--- config.mk ---
export PLATFORM = sky130hd
export DESIGN_NAME = sha_round_sequencer
export DESIGN_NICKNAME = d
export VERILOG_FILES = /design/src/rtl/sha_round_sequencer.sv
export SDC_FILE = /design/constraint.sdc
export NUM_CORES = 1
export LEC_CHECK = 0
export BUFFER_PORTS_ARGS = -buffer_cell sky130_fd_sc_hd__buf_2
export CAP_MARGIN = 20
export CORE_ASPECT_RATIO = 0.75
export CORE_MARGIN = 8
export CORE_UTILIZATION = 43
export DETAILED_ROUTE_END_ITERATION = 7
export PLACE_DENSITY = 0.71
export REMOVE_ABC_BUFFERS = 1
export SETUP_SLACK_MARGIN = 0.15
export SKIP_LAST_GASP = 1
export SLEW_MARGIN = 20
export SYNTH_ARGS = -nofsm -noshare
export SYNTH_HDL_FRONTEND = slang
export SYNTH_SLANG_ARGS = --single-unit
--- constraint.sdc ---
create_clock -name clk -period 4.2 [get_ports clk]
set_clock_uncertainty 0.15 [all_clocks]
set_input_delay 0.84 -clock clk [delete_from_list [all_inputs] [get_ports clk]]
set_output_delay 0.84 -clock clk [all_outputs]
set_load 0.02 [all_outputs]
--- src/rtl/sha_round_sequencer.sv ---
// rtl/sha_round_sequencer.sv - round/Kt driver and nonce sweeper for two chained sha_unit stages
// Nonces enter the first unit one per 64-round epoch; the second unit's digest is checked two epochs later.
module sha_round_sequencer #(
  parameter int ZERO_BITS = 32
) (
  input  logic         clk,
  input  logic         reset_n,
  input  logic         start,
  input  logic         halt,
  input  logic [31:0]  nonce_start,
  input  logic [31:0]  nonce_end,
  input  logic [255:0] hash_in,
  output logic [5:0]   round,
  output logic [31:0]  Kt,
  output logic [31:0]  nonce,
  output logic         capture_h,
  output logic         busy,
  output logic         found,
  output logic [31:0]  found_nonce,
  output logic         done
);

  localparam logic [2047:0] K_ROM = {
    32'h428a2f98, 32'h71374491, 32'hb5c0fbcf, 32'he9b5dba5, 32'h3956c25b, 32'h59f111f1, 32'h923f82a4, 32'hab1c5ed5,
    32'hd807aa98, 32'h12835b01, 32'h243185be, 32'h550c7dc3, 32'h72be5d74, 32'h80deb1fe, 32'h9bdc06a7, 32'hc19bf174,
    32'he49b69c1, 32'hefbe4786, 32'h0fc19dc6, 32'h240ca1cc, 32'h2de92c6f, 32'h4a7484aa, 32'h5cb0a9dc, 32'h76f988da,
    32'h983e5152, 32'ha831c66d, 32'hb00327c8, 32'hbf597fc7, 32'hc6e00bf3, 32'hd5a79147, 32'h06ca6351, 32'h14292967,
    32'h27b70a85, 32'h2e1b2138, 32'h4d2c6dfc, 32'h53380d13, 32'h650a7354, 32'h766a0abb, 32'h81c2c92e, 32'h92722c85,
    32'ha2bfe8a1, 32'ha81a664b, 32'hc24b8b70, 32'hc76c51a3, 32'hd192e819, 32'hd6990624, 32'hf40e3585, 32'h106aa070,
    32'h19a4c116, 32'h1e376c08, 32'h2748774c, 32'h34b0bcb5, 32'h391c0cb3, 32'h4ed8aa4a, 32'h5b9cca4f, 32'h682e6ff3,
    32'h748f82ee, 32'h78a5636f, 32'h84c87814, 32'h8cc70208, 32'h90befffa, 32'ha4506ceb, 32'hbef9a3f7, 32'hc67178f2
  };

  typedef enum logic {IDLE, RUN} state_t;

  state_t      state, state_n;
  logic [5:0]  round_n, kt_idx;
  logic [31:0] nonce_n, rem, rem_n, d1, d1_n, d2, d2_n, found_nonce_n;
  logic        cur_v, cur_v_n, v1, v1_n, v2, v2_n;
  logic        found_n, done_n, capture_n;
  logic        match, check;
  logic        unused_hash;

  assign match       = (hash_in[ZERO_BITS-1:0] == '0);
  assign check       = (round == 6'd0) && v2;
  assign unused_hash = ^hash_in[255:ZERO_BITS];
  // Kt lags round by one: it always holds K[round-1], so K[63] in IDLE and at every round 0.
  assign kt_idx      = round_n - 6'd1;

  always_comb begin
    state_n       = state;
    round_n       = round;
    nonce_n       = nonce;
    rem_n         = rem;
    d1_n          = d1;
    d2_n          = d2;
    cur_v_n       = cur_v;
    v1_n          = v1;
    v2_n          = v2;
    found_n       = 1'b0;
    done_n        = 1'b0;
    found_nonce_n = found_nonce;
    case (state)
      IDLE: begin
        round_n = 6'd0;
        if (start) begin
          state_n = RUN;
          nonce_n = nonce_start;
          rem_n   = nonce_end - nonce_start;
          cur_v_n = 1'b1;
          v1_n    = 1'b0;
          v2_n    = 1'b0;
        end
      end
      RUN: begin
        if (halt || (check && match) || (check && !v1 && !cur_v)) begin
          state_n = IDLE;
          round_n = 6'd0;
          done_n  = 1'b1;
          cur_v_n = 1'b0;
          v1_n    = 1'b0;
          v2_n    = 1'b0;
          if (!halt && check && match) begin
            found_n       = 1'b1;
            found_nonce_n = d2;
          end
        end else begin
          round_n = round + 6'd1;
          if (round == 6'd63) begin
            v1_n = cur_v;
            v2_n = v1;
            d1_n = nonce;
            d2_n = d1;
            // Once the range is exhausted the nonce freezes and the first unit drains.
            if (cur_v) begin
              if (rem == 32'd0) begin
                cur_v_n = 1'b0;
              end else begin
                nonce_n = nonce + 32'd1;
                rem_n   = rem - 32'd1;
              end
            end
          end
        end
      end
      default: state_n = IDLE;
    endcase
    capture_n = (state_n == RUN) && (round_n == 6'd0) && v1_n;
  end

  always_ff @(posedge clk or negedge reset_n) begin
    if (!reset_n) begin
      state       <= IDLE;
      round       <= 6'd0;
      Kt          <= 32'hc67178f2;
      nonce       <= 32'd0;
      rem         <= 32'd0;
      d1          <= 32'd0;
      d2          <= 32'd0;
      cur_v       <= 1'b0;
      v1          <= 1'b0;
      v2          <= 1'b0;
      capture_h   <= 1'b0;
      busy        <= 1'b0;
      found       <= 1'b0;
      found_nonce <= 32'd0;
      done        <= 1'b0;
    end else begin
      state       <= state_n;
      round       <= round_n;
      Kt          <= K_ROM[{~kt_idx, 5'd0} +: 32];
      nonce       <= nonce_n;
      rem         <= rem_n;
      d1          <= d1_n;
      d2          <= d2_n;
      cur_v       <= cur_v_n;
      v1          <= v1_n;
      v2          <= v2_n;
      capture_h   <= capture_n;
      busy        <= (state_n == RUN);
      found       <= found_n;
      found_nonce <= found_nonce_n;
      done        <= done_n;
    end
  end

endmodule

==> impl_results.rst <==
.. list-table::
   :header-rows: 1

   * - Metric
     - Value
   * - Count of unique library cells instantiated by Yosys
     - 95
   * - Launch instance of the worst register-to-register path
     - round[0]
   * - Initial DRT Pass Iterations
     - 5
   * - # fillers
     - 3013
   * - Routed wire length
     - 62.8 mm
   * - Synthesized cell area
     - roughly 14000 sq um
   * - Origin of the worst setup path
     - round[0]
   * - Clock Pin Slew Worst Setup and Hold Paths
     - 0.06 ns
   * - Cell at the slowest stage of the critical path
     - sky130_fd_sc_hd__or3_4
   * - Worst slew pin tran
     - 1.13 ns
   * - Share of synthesized area spent on multiplexers
     - under 10%
   * - Ys flop type
     - sky130_fd_sc_hd__dfrtp_1
   * - Combinational family with the most area after synthesis
     - compound AO/OA/AOI/OAI gates
   * - Area taken by flip-flops and latches
     - 5150 sq um
   * - Top Ports
     - 430
   * - DRC
     - 0
   * - Remaining antenna violation count
     - 0
   * - Post-synthesis sequential element count
     - roughly 210
   * - Top cells by area, synth
     - sky130_fd_sc_hd__dfrtp_1 33%, sky130_fd_sc_hd__nand2_1 6.3%, sky130_fd_sc_hd__mux2_2 4.8%
   * - Critical Path RT
     - 4.49 ns
   * - CTS tree
     - done
   * - Worst-case clock buffer depth
     - 3
   * - Final count of hold timing violations
     - 0
   * - Classification of the worst setup path
     - flip-flop to flip-flop
   * - Quantity of I/O buffers inserted on ports
     - 205
   * - Critical path capture point type
     - flip-flop
   * - Number of enable-type register cells in the synthesized netlist
     - 0
   * - Via count normalized by instance count
     - 6.23
   * - Ordered cell list for the critical path
     - inv_2 > ha_1 > nand3b_1 > or2_4 > or3_4 > nand3_2 > buf_4 > inv_2 > ha_1 > nand2_1 > a21boi_1 > nor2_1 > a221oi_1 > a2111oi_2 > a21oi_2 > a32oi_1
   * - Wire length per cell after detailed routing
     - 25.9 microns
   * - Compound-gate portion of the synthesized area
     - 25.0%
   * - Post-Syn Instances
     - 1651
   * - Slew HR
     - 24.4%
   * - VDD IR max
     - roughly 0.32 mV
   * - Total negative setup slack
     - 0 ns
   * - Total half-perimeter wirelength after legalization and detailed placement
     - about 50 mm
   * - Worst-path fanout max
     - 11
   * - Worst R2R Setup Slack
     - roughly 0.25 ns
   * - Total buffers and inverters traversed by the critical path
     - 3
   * - Maximum frequency from static timing analysis
     - around 250 MHz
   * - Cell taking the most area after synthesis
     - sky130_fd_sc_hd__dfrtp_1
   * - Post-synthesis adder-cell area fraction
     - 4.57%
   * - Nets
     - 2343
   * - Total power density per cell area
     - 421 nW/um^2
   * - Post-route non-filler standard cell count
     - ~2400
   * - All-Layer GR Usage
     - 31.3%
   * - Async set or reset register ratio after synthesis
     - 100%
   * - Site row count
     - 57
   * - Synth Warn #
     - 0
   * - Area of the multi-input gates
     - a little over 8000 sq um
   * - Number of gates given a new drive strength after cts
     - 0
   * - Maxcap violations
     - 0
   * - Count leader, synth
     - sky130_fd_sc_hd__nand2_1
   * - Hold-fix buffers, CTS
     - 0
   * - Unrepaired setup endpoints after global routing
     - yes
   * - 1st-iter DRT viols
     - about 2000
   * - Y dimension of the die
     - roughly 170 microns
   * - Final period utilization
     - 94.2%
   * - Number of antenna violations at the first check in global routing
     - 6
   * - Type of element launching the critical path
     - flip-flop
   * - Routability-driven placement congestion ratio
     - 0.995
   * - Share of the yosys chip area belonging to registers
     - 36.5%
   * - Run status
     - finished clean
   * - Parity-gate share of the synthesized area counting xor and xnor cells
     - 2.15%
   * - CTS buffer count
     - 22
   * - Root Buffer Master
     - sky130_fd_sc_hd__clkbuf_16
   * - Layout Area Growth over Synthesis
     - 25.8%
   * - Initial core utilization
     - between 40% and 50%
   * - Post-Place Cells
     - 2386
   * - Fraction of layout instances using a drive strength above 1
     - 28.9%
   * - Final Max Tran Viols
     - 0
   * - Share of the synthesized area in the top cell type
     - 33.3%
   * - Die area
     - 39000 sq um
   * - Setup-violating endpoint count in the final report
     - 0
   * - Leading cell types by count after synthesis
     - 238 x sky130_fd_sc_hd__nand2_1, 188 x sky130_fd_sc_hd__dfrtp_1, 104 x sky130_fd_sc_hd__o21ai_0
   * - Largest stage delay on the critical path
     - about 0.42 ns
   * - Clock latency on the worst-skew pair
     - 0.53 ns
   * - H-tree depth
     - 1
   * - Arrival time reported for the critical path endpoint
     - about 4.2 ns
   * - Die extent in x
     - 225 microns
   * - Worst Reg2Reg Path Length in Cells
     - 16
   * - Total number of vias
     - approximately 15000
   * - Basic-gate share of the synthesized area counting and, or, nand and nor cells
     - 20.3%
   * - Endpoint of the worst-slack reg-to-reg timing path
     - Kt[1]
   * - Clock sink total
     - 205
   * - Static leakage
     - 8.38 nW
   * - Setup Fix Bufs, Post-CTS
     - 0
   * - Pin count of the biggest net entering global routing
     - 95
   * - Vias in the first global route
     - 14000
   * - Average footprint of a synthesized cell
     - 8.56 sq um
   * - Worst Hold Class
     - input pin to async pin
   * - Wire length of the first global-routing pass
     - about 93 mm
   * - Remaining Overflow, GRT
     - 0
   * - Post-layout minimum cycle time
     - approximately 4.0 ns
   * - Family with the most delay on the worst path
     - simple AND/OR/NAND/NOR gates
   * - Std-Cell Core Area
     - 32400 sq um
==> registers in the layout, indices dropped and copies added, names as in the netlist, 6 cells and up <==
name         cells
Kt              32
d1              32
d2              32
found_nonce     32
nonce           32
rem             32
round            6
==> how the worst max path moves through the flow <==
| stage | end | slack, ns | cells past startpoint |
|---|---|---|---|
| 2_1_floorplan | Kt[1] | -3.41 | 13 |
| 3_3_place_gp | Kt[1] | -0.29 | 15 |
| 3_5_place_dp | Kt[1] | -0.29 | 15 |
| 4_1_cts | Kt[1] | 0.18 | 16 |
| 5_1_grt | Kt[1] | 0.12 | 16 |
| 6_report | Kt[1] | 0.25 | 16 |
==> cells in the final DEF (no fill, tap or decap), types with 18 or more instances in the layout <==
cell type                   Yosys  layout
sky130_fd_sc_hd__a211oi_1      27      27
sky130_fd_sc_hd__a31oi_1       30      30
sky130_fd_sc_hd__and3_1        23      23
sky130_fd_sc_hd__dfrtp_1      188     187
sky130_fd_sc_hd__nand2_1      238     237
sky130_fd_sc_hd__o211ai_1      30      30
sky130_fd_sc_hd__nor4_1        23      22
sky130_fd_sc_hd__clkbuf_16      0      22
sky130_fd_sc_hd__o22ai_1       20      20
sky130_fd_sc_hd__buf_12         0      18
sky130_fd_sc_hd__mux2_2        60      60
sky130_fd_sc_hd__nor2_1       102     101
sky130_fd_sc_hd__nand4_1       27      27
sky130_fd_sc_hd__buf_4          2     188
sky130_fd_sc_hd__o21ai_0      104     103
sky130_fd_sc_hd__nand3_1       58      58
sky130_fd_sc_hd__inv_1         58      58
sky130_fd_sc_hd__ha_1          50      49
sky130_fd_sc_hd__a21oi_1      101     100
sky130_fd_sc_hd__nor3_1        34      33
sky130_fd_sc_hd__a21o_1        21      21
sky130_fd_sc_hd__buf_2         33     204
sky130_fd_sc_hd__xnor2_1       21      21
==> area by class of cell <==
cell class	instances	share of cell area (%)
well taps	442	3.11
inverters	61	1.29
flip-flops and latches	205	29.0
clock buffers	28	3.34
clock inverters	9	0.781
multi-input cells	1267	46.6
repair buffers	411	15.8
diodes	5	0.0704
==> metal layers <==
metal | global-route usage [%] | share of wire (%) | vias to the layer above
li1 | - | - | 6809
met1 | 48.8 | 46 | 7365
met2 | 40.0 | 37 | 859
met3 | 9.79 | 13 | 86
met4 | 8.08 | 3.4 | 0
met5 | 0 | 0 | -
==> where the power goes <==
group	total (mW)	switching (mW)	internal, mW
Combinational	2.84	1.78	1.06
Sequential	2.63	0.338	2.29
Clock	2.02	0.833	1.19
==> per-stage QoR <==
stage          worst slack [ns]  cell area (sq um)  power [mW]  hold slack (ns)  utilization (%)
2_1_floorplan             -3.41              13600        4.01            0.291                -
3_3_place_gp             -0.291              17000        5.40            0.297             52.5
3_5_place_dp             -0.290              17000        5.41            0.305             52.5
4_1_cts                   0.178              17700        7.44            0.249             54.7
5_1_grt                   0.118              17800        7.82            0.276             54.9
6_report                  0.245              17800        7.49            0.222             54.9
==> kinds of logic after synthesis <==
family | Yosys count
and+or+nand+nor | 590
AOI/OAI and AO/OA | 517
DFF | 205
buffers and inverters | 179
muxes | 76
adders and majority gates | 51
xor gates and xnor gates | 33
(Power assumes the default switching activity.)
